## src/rtl/seg7_scan_ctrl_if.sv

```systemverilog
// Value-source / display-pin bundle for the multiplexed 7-segment scanner.
// master = value source and pin observer, slave = scan controller.
interface seg7_scan_ctrl_if #(
  parameter int N_DIGITS = 4
);
  logic                  enable;
  logic                  load;
  logic [4*N_DIGITS-1:0] value;
  logic                  lz_en;
  logic [3:0]            digit_code;
  logic [N_DIGITS-1:0]   an;
  logic                  frame_start;

  modport master (
    output enable, load, value, lz_en,
    input  digit_code, an, frame_start
  );

  modport slave (
    input  enable, load, value, lz_en,
    output digit_code, an, frame_start
  );
endinterface

```

## src/rtl/seg7_scan_ctrl.sv

```systemverilog
// Purpose: time-multiplexes one hex decoder over N_DIGITS common-anode digits, blanking at each switch.
// Latency: all outputs registered, one cycle after the deciding input/state edge.
// Backpressure: none; load is a fire-and-forget strobe, the last load before a frame boundary wins.
module seg7_scan_ctrl #(
  parameter int N_DIGITS     = 4,
  parameter int REFRESH_DIV  = 50000,
  parameter int BLANK_CYCLES = 500
) (
  input logic            clk,
  input logic            rst,
  seg7_scan_ctrl_if.slave bus
);
  localparam int VW     = 4 * N_DIGITS;
  localparam int SLOT_W = (N_DIGITS > 1) ? $clog2(N_DIGITS) : 1;
  localparam int CNT_W  = $clog2(REFRESH_DIV);

  localparam logic [CNT_W-1:0]  BLANK_LAST = CNT_W'(BLANK_CYCLES - 1);
  localparam logic [CNT_W-1:0]  SLOT_LAST  = CNT_W'(REFRESH_DIV - 1);
  localparam logic [SLOT_W-1:0] DIGIT_LAST = SLOT_W'(N_DIGITS - 1);

  typedef enum logic [1:0] {OFF, BLANK, SHOW} state_t;

  state_t              state, state_nxt;
  logic [SLOT_W-1:0]   slot, slot_nxt;
  logic [CNT_W-1:0]    cnt, cnt_nxt;
  logic                frame_entry;

  logic [VW-1:0]       active_reg, active_nxt;
  logic [VW-1:0]       pending_reg, pending_nxt;
  logic                pending_valid, pending_valid_nxt;

  logic [3:0]          digit_code_q, digit_code_nxt;
  logic [N_DIGITS-1:0] an_q, an_nxt;
  logic                frame_start_q;
  logic [N_DIGITS-1:0] suppress;
  logic                zero_run;

  assign bus.digit_code  = digit_code_q;
  assign bus.an          = an_q;
  assign bus.frame_start = frame_start_q;

  always_ff @(posedge clk or posedge rst) begin
    if (rst) begin
      state <= OFF;
    end else begin
      state <= state_nxt;
    end
  end

  // enable is checked before the slot walk so dropping it always wins
  always_comb begin
    state_nxt   = state;
    slot_nxt    = slot;
    cnt_nxt     = cnt;
    frame_entry = 1'b0;
    if (!bus.enable) begin
      state_nxt = OFF;
      slot_nxt  = '0;
      cnt_nxt   = '0;
    end else begin
      case (state)
        OFF: begin
          state_nxt   = BLANK;
          slot_nxt    = '0;
          cnt_nxt     = '0;
          frame_entry = 1'b1;
        end
        BLANK: begin
          cnt_nxt = cnt + 1'b1;
          if (cnt == BLANK_LAST) state_nxt = SHOW;
        end
        SHOW: begin
          if (cnt == SLOT_LAST) begin
            cnt_nxt   = '0;
            state_nxt = BLANK;
            if (slot == DIGIT_LAST) begin
              slot_nxt    = '0;
              frame_entry = 1'b1;
            end else begin
              slot_nxt = slot + 1'b1;
            end
          end else begin
            cnt_nxt = cnt + 1'b1;
          end
        end
        default: begin
          state_nxt = OFF;
          slot_nxt  = '0;
          cnt_nxt   = '0;
        end
      endcase
    end
  end

  // A load on the frame-entry edge overwrites pending after the old value has moved to active
  always_comb begin
    active_nxt        = active_reg;
    pending_nxt       = pending_reg;
    pending_valid_nxt = pending_valid;
    if (frame_entry && pending_valid) begin
      active_nxt        = pending_reg;
      pending_valid_nxt = 1'b0;
    end
    if (bus.load) begin
      pending_nxt       = bus.value;
      pending_valid_nxt = 1'b1;
    end
  end

  always_comb begin
    zero_run = 1'b1;
    suppress = '0;
    for (int i = N_DIGITS - 1; i >= 0; i--) begin
      zero_run    = zero_run & (active_nxt[4*i +: 4] == 4'h0);
      suppress[i] = bus.lz_en && (i != 0) && zero_run;
    end
  end

  always_comb begin
    digit_code_nxt = digit_code_q;
    an_nxt         = '1;
    if (state_nxt == BLANK) digit_code_nxt = 4'(active_nxt >> (4 * slot_nxt));
    if (state_nxt == SHOW && !suppress[slot_nxt]) an_nxt = ~(N_DIGITS'(1) << slot_nxt);
  end

  always_ff @(posedge clk or posedge rst) begin
    if (rst) begin
      slot          <= '0;
      cnt           <= '0;
      active_reg    <= '0;
      pending_reg   <= '0;
      pending_valid <= 1'b0;
      digit_code_q  <= 4'h0;
      an_q          <= '1;
      frame_start_q <= 1'b0;
    end else begin
      slot          <= slot_nxt;
      cnt           <= cnt_nxt;
      active_reg    <= active_nxt;
      pending_reg   <= pending_nxt;
      pending_valid <= pending_valid_nxt;
      digit_code_q  <= digit_code_nxt;
      an_q          <= an_nxt;
      frame_start_q <= frame_entry;
    end
  end
endmodule

```

## src/flat_wrapper.sv

```systemverilog
// flat-port wrapper written by rule: the top's interface ports become plain ports
module seg7_scan_ctrl_flat 
#(
  parameter int N_DIGITS     = 4,
  parameter int REFRESH_DIV  = 50000,
  parameter int BLANK_CYCLES = 500
)
  (clk, rst, bus_enable, bus_load, bus_value, bus_lz_en, bus_digit_code, bus_an, bus_frame_start);
  seg7_scan_ctrl_if #(.N_DIGITS(N_DIGITS)) bus_i ();
  input logic clk;
  input logic rst;
  input wire logic [$bits(bus_i.enable)-1:0] bus_enable;
  input wire logic [$bits(bus_i.load)-1:0] bus_load;
  input wire logic [$bits(bus_i.value)-1:0] bus_value;
  input wire logic [$bits(bus_i.lz_en)-1:0] bus_lz_en;
  output wire logic [$bits(bus_i.digit_code)-1:0] bus_digit_code;
  output wire logic [$bits(bus_i.an)-1:0] bus_an;
  output wire logic [$bits(bus_i.frame_start)-1:0] bus_frame_start;
  assign bus_i.enable = bus_enable;
  assign bus_i.load = bus_load;
  assign bus_i.value = bus_value;
  assign bus_i.lz_en = bus_lz_en;
  assign bus_digit_code = bus_i.digit_code;
  assign bus_an = bus_i.an;
  assign bus_frame_start = bus_i.frame_start;
  seg7_scan_ctrl #(.N_DIGITS(N_DIGITS), .REFRESH_DIV(REFRESH_DIV), .BLANK_CYCLES(BLANK_CYCLES)) u_core (.clk(clk), .rst(rst), .bus(bus_i));
endmodule
```

## config.mk

```make
export PLATFORM = sky130hd
export DESIGN_NAME = seg7_scan_ctrl_flat
export DESIGN_NICKNAME = d
export VERILOG_FILES = /design/src/rtl/seg7_scan_ctrl_if.sv /design/src/rtl/seg7_scan_ctrl.sv /design/src/flat_wrapper.sv
export SDC_FILE = /design/constraint.sdc
export NUM_CORES = 1
export LEC_CHECK = 0
export CORE_UTILIZATION = 45
export DETAILED_ROUTE_END_ITERATION = 8
export DONT_BUFFER_PORTS = 1
export GPL_TIMING_DRIVEN = 0
export SETUP_SLACK_MARGIN = 0.4
export SLEW_MARGIN = 25
export SYNTH_ARGS = -nofsm -noshare
export SYNTH_HDL_FRONTEND = slang
export SYNTH_SLANG_ARGS = --single-unit
```

## constraint.sdc

```tcl
create_clock -name clk -period 4.5 [get_ports clk]
set_clock_uncertainty 0.1 [all_clocks]
set_input_delay 0.9 -clock clk [delete_from_list [all_inputs] [get_ports clk]]
set_output_delay 0.9 -clock clk [all_outputs]
set_load 0.01 [all_outputs]
```

After elaboration in Yosys (flattened, before gate mapping). Cells that the tools add are included.

Magnitude comparators: 1. $add $sub $neg: 2. Muxes and demuxes: 21. Reduce and logical (&&, ||, !) cells: 11. Shift operators: 2. Bitwise operators: 3. Eq/ne operators: 7.

Operators by type and width (number): 16-bit two-way mux (3); 16-bit one-hot mux with 2 select lines (1); 16-bit by 1-bit adder with 16-bit output, second input constant (1); 16-bit equality test, second input constant (1); 16-bit by 9-bit equality test with 1-bit output, second input constant (1); 16-bit by 4-bit right shift with 4-bit output (1); 4-bit logical NOT (3); 2-bit two-way mux (6); 2-bit equality test, second input constant (3); 1-bit two-way mux (6); 2-bit one-hot mux with 3 select lines (1); 1-bit logical AND (5); 2-bit by 1-bit equality test with 1-bit output, second input constant (2); 4-bit two-way mux (1); 4-bit NOT (1); 2-bit one-hot mux with 2 select lines (1); 1-bit by 2-bit left shift with 4-bit output, first input constant (1); 2-bit by 3-bit < comparator with 1-bit output, second input constant (1); 2-bit by 1-bit adder with 2-bit output, second input constant (1); 1-bit AND (2); 1-bit binary-select mux with 2-bit select (1); 2-bit logical NOT (1); 1-bit one-hot mux with 2 select lines (1); 2-bit nonzero test (1); 1-bit logical NOT (1).

Input bits: 21. Logic and storage cells: 56. Output and inout port bits: 9. Bits in registers: 62.

Logic depth before layout (Yosys ltp).
Word-level depth: 16. Depth in mapped cells: 12. Depth with buffers taken out: 10.

Least setup slack after synthesis. OpenSTA, ideal clock, no wires.

Path kind: flip-flop to flip-flop. From: register u_core.cnt[4]. To: register u_core.digit_code_q[0] (netlist: u_core.bus.digit_code[0]). Required time: 4270 ps. Setup time: 130 ps. Path buffers: 0. Cell stages (with the launch flop): 8. Setup slack: 1723 ps. Arrival: 2546 ps. Cells stage by stage: dfrtp_1 -> or4_1 -> or4_4 -> o21ai_4 -> mux2_2 -> or3_1 -> o2111ai_1 -> mux2i_1.

Cells in the longest elaborated chain, start to end: 7.

RTL lines: from (decl) (RTL line seg7_scan_ctrl.sv:25) `logic [CNT_W-1:0] cnt, cnt_nxt;`; from (signal assigned) (RTL line seg7_scan_ctrl.sv:138) `cnt <= cnt_nxt;`; 16-bit equality test (RTL line seg7_scan_ctrl.sv:73) `if (cnt == SLOT_LAST) begin`; 1-bit two-way mux (RTL line seg7_scan_ctrl.sv:73); 1-bit one-hot mux with 2 select lines (RTL line seg7_scan_ctrl.sv:61) `case (state)`; 1-bit two-way mux (RTL line seg7_scan_ctrl.sv:56) `if (!bus.enable) begin`; 1-bit logical AND (RTL line seg7_scan_ctrl.sv:100) `if (frame_entry && pending_valid) begin`; 16-bit two-way mux (RTL line seg7_scan_ctrl.sv:100); via u_core.active_nxt[8] (RTL line seg7_scan_ctrl.sv:28) `logic [VW-1:0] active_reg, active_nxt;`; 16-bit by 4-bit right shift with 4-bit output (RTL line seg7_scan_ctrl.sv:122) `if (state_nxt == BLANK) digit_code_nxt = 4'(active_nxt >> (4 * slot_nxt));`; to (signal assigned) (RTL line seg7_scan_ctrl.sv:142) `digit_code_q <= digit_code_nxt;`; to (decl) (RTL line seg7_scan_ctrl.sv:32) `logic [3:0] digit_code_q, digit_code_nxt;`.

The timed path passes the listed nets, and every way through them passes these cells. A chain may end at the register's enable or synchronous reset.

Worst setup path in the final report. Ends and elaborated chain as after synthesis.

==> impl_metrics.tcl <==
set metrics [dict create \
    outcome "complete, but fails checks" \
    violations "DRC" \
    slowest_stage "or4_1" \
    std_cell_rows 28 \
    final_cell_mix "dfrtp_1, mux2_2, nor2_1" \
    finish.utilization_pct 52.9 \
    wire_per_inst_um 15.8 \
    finalPower_mw 1.30 \
    post-route-period-util_pct 68.1 \
    first_iter_violations 69 \
    tightest_slew_ns 0.768 \
    fin_tns_setup_ns 0 \
    clockBufferDepth 2 \
    ant_nets 0 \
    numPortBuffers 0 \
    synthCells 251 \
    ff2ff_path_depth 8 \
    fillers 546 \
    worstSetupEndpointType "register" \
    worstReg2RegStart "u_core.cnt[4]" \
    drc_errors 1 \
    boundaryPins 30 \
    die_x_um 82.0 \
    hold_path.class "in2async" \
    avgSynthCellArea_um2 11.5 \
    cts_tree "built" \
    vias_per_cell 5.32 \
    maxSlewViolCount 0 \
    numPlacedInstances 327 \
    yosys_warnings 0 \
    synth_xor_area_share_pct 4.26 \
    gp_congestion 0.762 \
    hold_viol 0 \
    drive_gt1_share_pct 19.4 \
    critical_path_class "reg2reg" \
    diodes 0 \
    hold_slack_ns 0.291 \
    leakagePower_nw 1.35 \
    final-instance-count-excl-fill 343 \
    layout.nets 290 \
    power_density_mw_per_mm2 406 \
    r2r_end "u_core.bus.digit_code[0]" \
    grt_pass1_wl_um 8860 \
    first_pass_iters 6 \
    synthAdderAreaFrac_pct 2.61 \
    dieArea_mm2 0.00672 \
    synthSimpleGateAreaFrac_pct 17.2 \
    cts_buffers 9 \
    cts_sinks 62 \
    ys_seq_area_share_pct 54.1 \
    grt_max_degree 39 \
    finalCriticalPeriod_ns 3.06 \
    setup_viol 0 \
    syn2layout_area_growth_pct 10.9 \
    critPathRequiredTime_ns 4.61 \
    synthFlopType "dfrtp_1" \
    synth_cell_type_count 40 \
    crit_path_max_fanout 10 \
    ys_async_sr_fraction_pct 100 \
    dp_hpwl_um 3900 \
    clock_latency_ns 0.34 \
    layout_commonest_cell "dfrtp_1" \
    start_util_pct 47.7 \
    clkTransAtPathRegs_ns 0.08 \
    cts-root-buf "clkbuf_8" \
    ctsHoldBuffers 0 \
    slowest_delay_ns 0.55 \
    worstPathArrival_ns 3.18 \
    slew_headroom_pct 48.3 \
    routed-via-count 1825 \
    cts_post_setup_buffers_inserted 0 \
    path_cells "or4_1, or4_4, o21ai_4, buf_6, mux2_1, nand3b_1, o2111ai_1, mux2i_1" \
    grt_usage_pct 18.4 \
    synthMuxAreaShare_pct 14.5 \
    cts.repair.resized 0 \
    ff2ff_setup_slack_ns 1.44 \
    seq_area_mm2 0.00156 \
    syn-num-nets 278 \
    grt_pass1_vias 1824 \
    synth_compound_gate_area_share_pct 3.74 \
    multi_input_area_mm2 0.00122 \
    coreArea_mm2 0.00603 \
    h-tree-depth 3 \
    rsz0062_at_grt "false" \
    irDropWorstVdd_mv 0.295 \
    maxCapViolCount 0 \
    antenna_found_initial 0 \
    ys_seq_elements 62 \
    wl_um 5420 \
    fmaxAchievable_ghz 0.326 \
    die_h_um 82.0 \
    grt_remaining_overflow 0 \
    start_kind "register" \
    synth_area_mm2 0.00288 \
    synth_edf_count 0 \
    synth_top_family_by_area "simple AND/OR/NAND/NOR gates" \
]
[synthesized netlist by cell type, drive strengths merged, types with 2 or more instances]
cell	count	area (µm²)
nand3b	4	30.0
nand2b	4	25.0
xor2	8	70.1
inv	15	56.3
nor4	5	31.3
buf	4	23.8
mux2	29	327
nand2	10	37.5
dfrtp	58	1450
and2	2	12.5
mux2i	9	90.1
a21oi	2	10.0
or3	6	37.5
o2111ai	4	35.0
nand3	18	90.1
nor2	24	90.1
nor2b	2	12.5
dfstp	4	105
a31oi	2	12.5
ha	6	75.1
or4	3	26.3
and3	3	18.8
clkbuf	6	22.5
xnor2	6	52.6
nand4	7	43.8
[where the power goes]
group	internal, mW	switching [mW]
clock	0.257	0.235
sequential	0.624	0.0411
combinational	0.0668	0.0713
[critical path: cells and delay by family, from the launching register on]
| kind | cells | cell delay (ns) |
|---|---|---|
| flops | 1 | 0.44 |
| buf+inv | 1 | 0.22 |
| compound gates | 2 | 0.53 |
| mux | 2 | 0.45 |
| simple gates | 3 | 1.18 |
[worst max-delay path by stage]
stage / end / cells after the start / from / slack, ns
floorplan: u_core.bus.digit_code[0] / 7 / u_core.cnt[4] / 1.72
global placement: u_core.state[0] / 1 / rst / 1.26
detailed placement: u_core.bus.digit_code[0] / 8 / u_core.cnt[4] / 1.44
CTS: u_core.bus.digit_code[0] / 8 / u_core.cnt[4] / 1.43
global route: u_core.bus.digit_code[0] / 8 / u_core.cnt[4] / 1.20
finish: u_core.bus.digit_code[0] / 8 / u_core.cnt[4] / 1.44
[metal layers]
metal  global-route usage, %  part of all wire [%]  vias up
li1                        -                     -      907
met1                    27.1                    54      879
met2                    24.7                    41       32
met3                    4.00                   3.0        7
met4                    10.0                   1.8        0
met5                       0                     0        -
[kinds of logic after synthesis]
group,count (synthesis)
AND/OR/NAND/NOR,93
flip-flops,62
multiplexers,38
buffers and inverters,25
XOR/XNOR,14
AO/OA/AOI/OAI,13
adder cells (fa/ha/maj),6
[stage by stage]
step                instance area, µm²  setup WS [ns]
floorplan                         2880           1.72
finish                            3190           1.44
detailed placement                2990           1.44
global route                      3190           1.20
global placement                  2970           1.26
CTS                               3190           1.43
[layout make-up]
cell class                      instances  share of cell area, %
Timing Repair Buffer                    1                  0.627
Sequential cell                        62                   48.8
Inverter                               15                   1.84
Multi-Input combinational cell        164                   38.2
Buffer                                 10                   1.45
Clock buffer                            9                   3.88
Tap cell                               75                   2.94
Clock inverter                          7                   2.31
No activity file was read; power rests on OpenSTA's default activity.
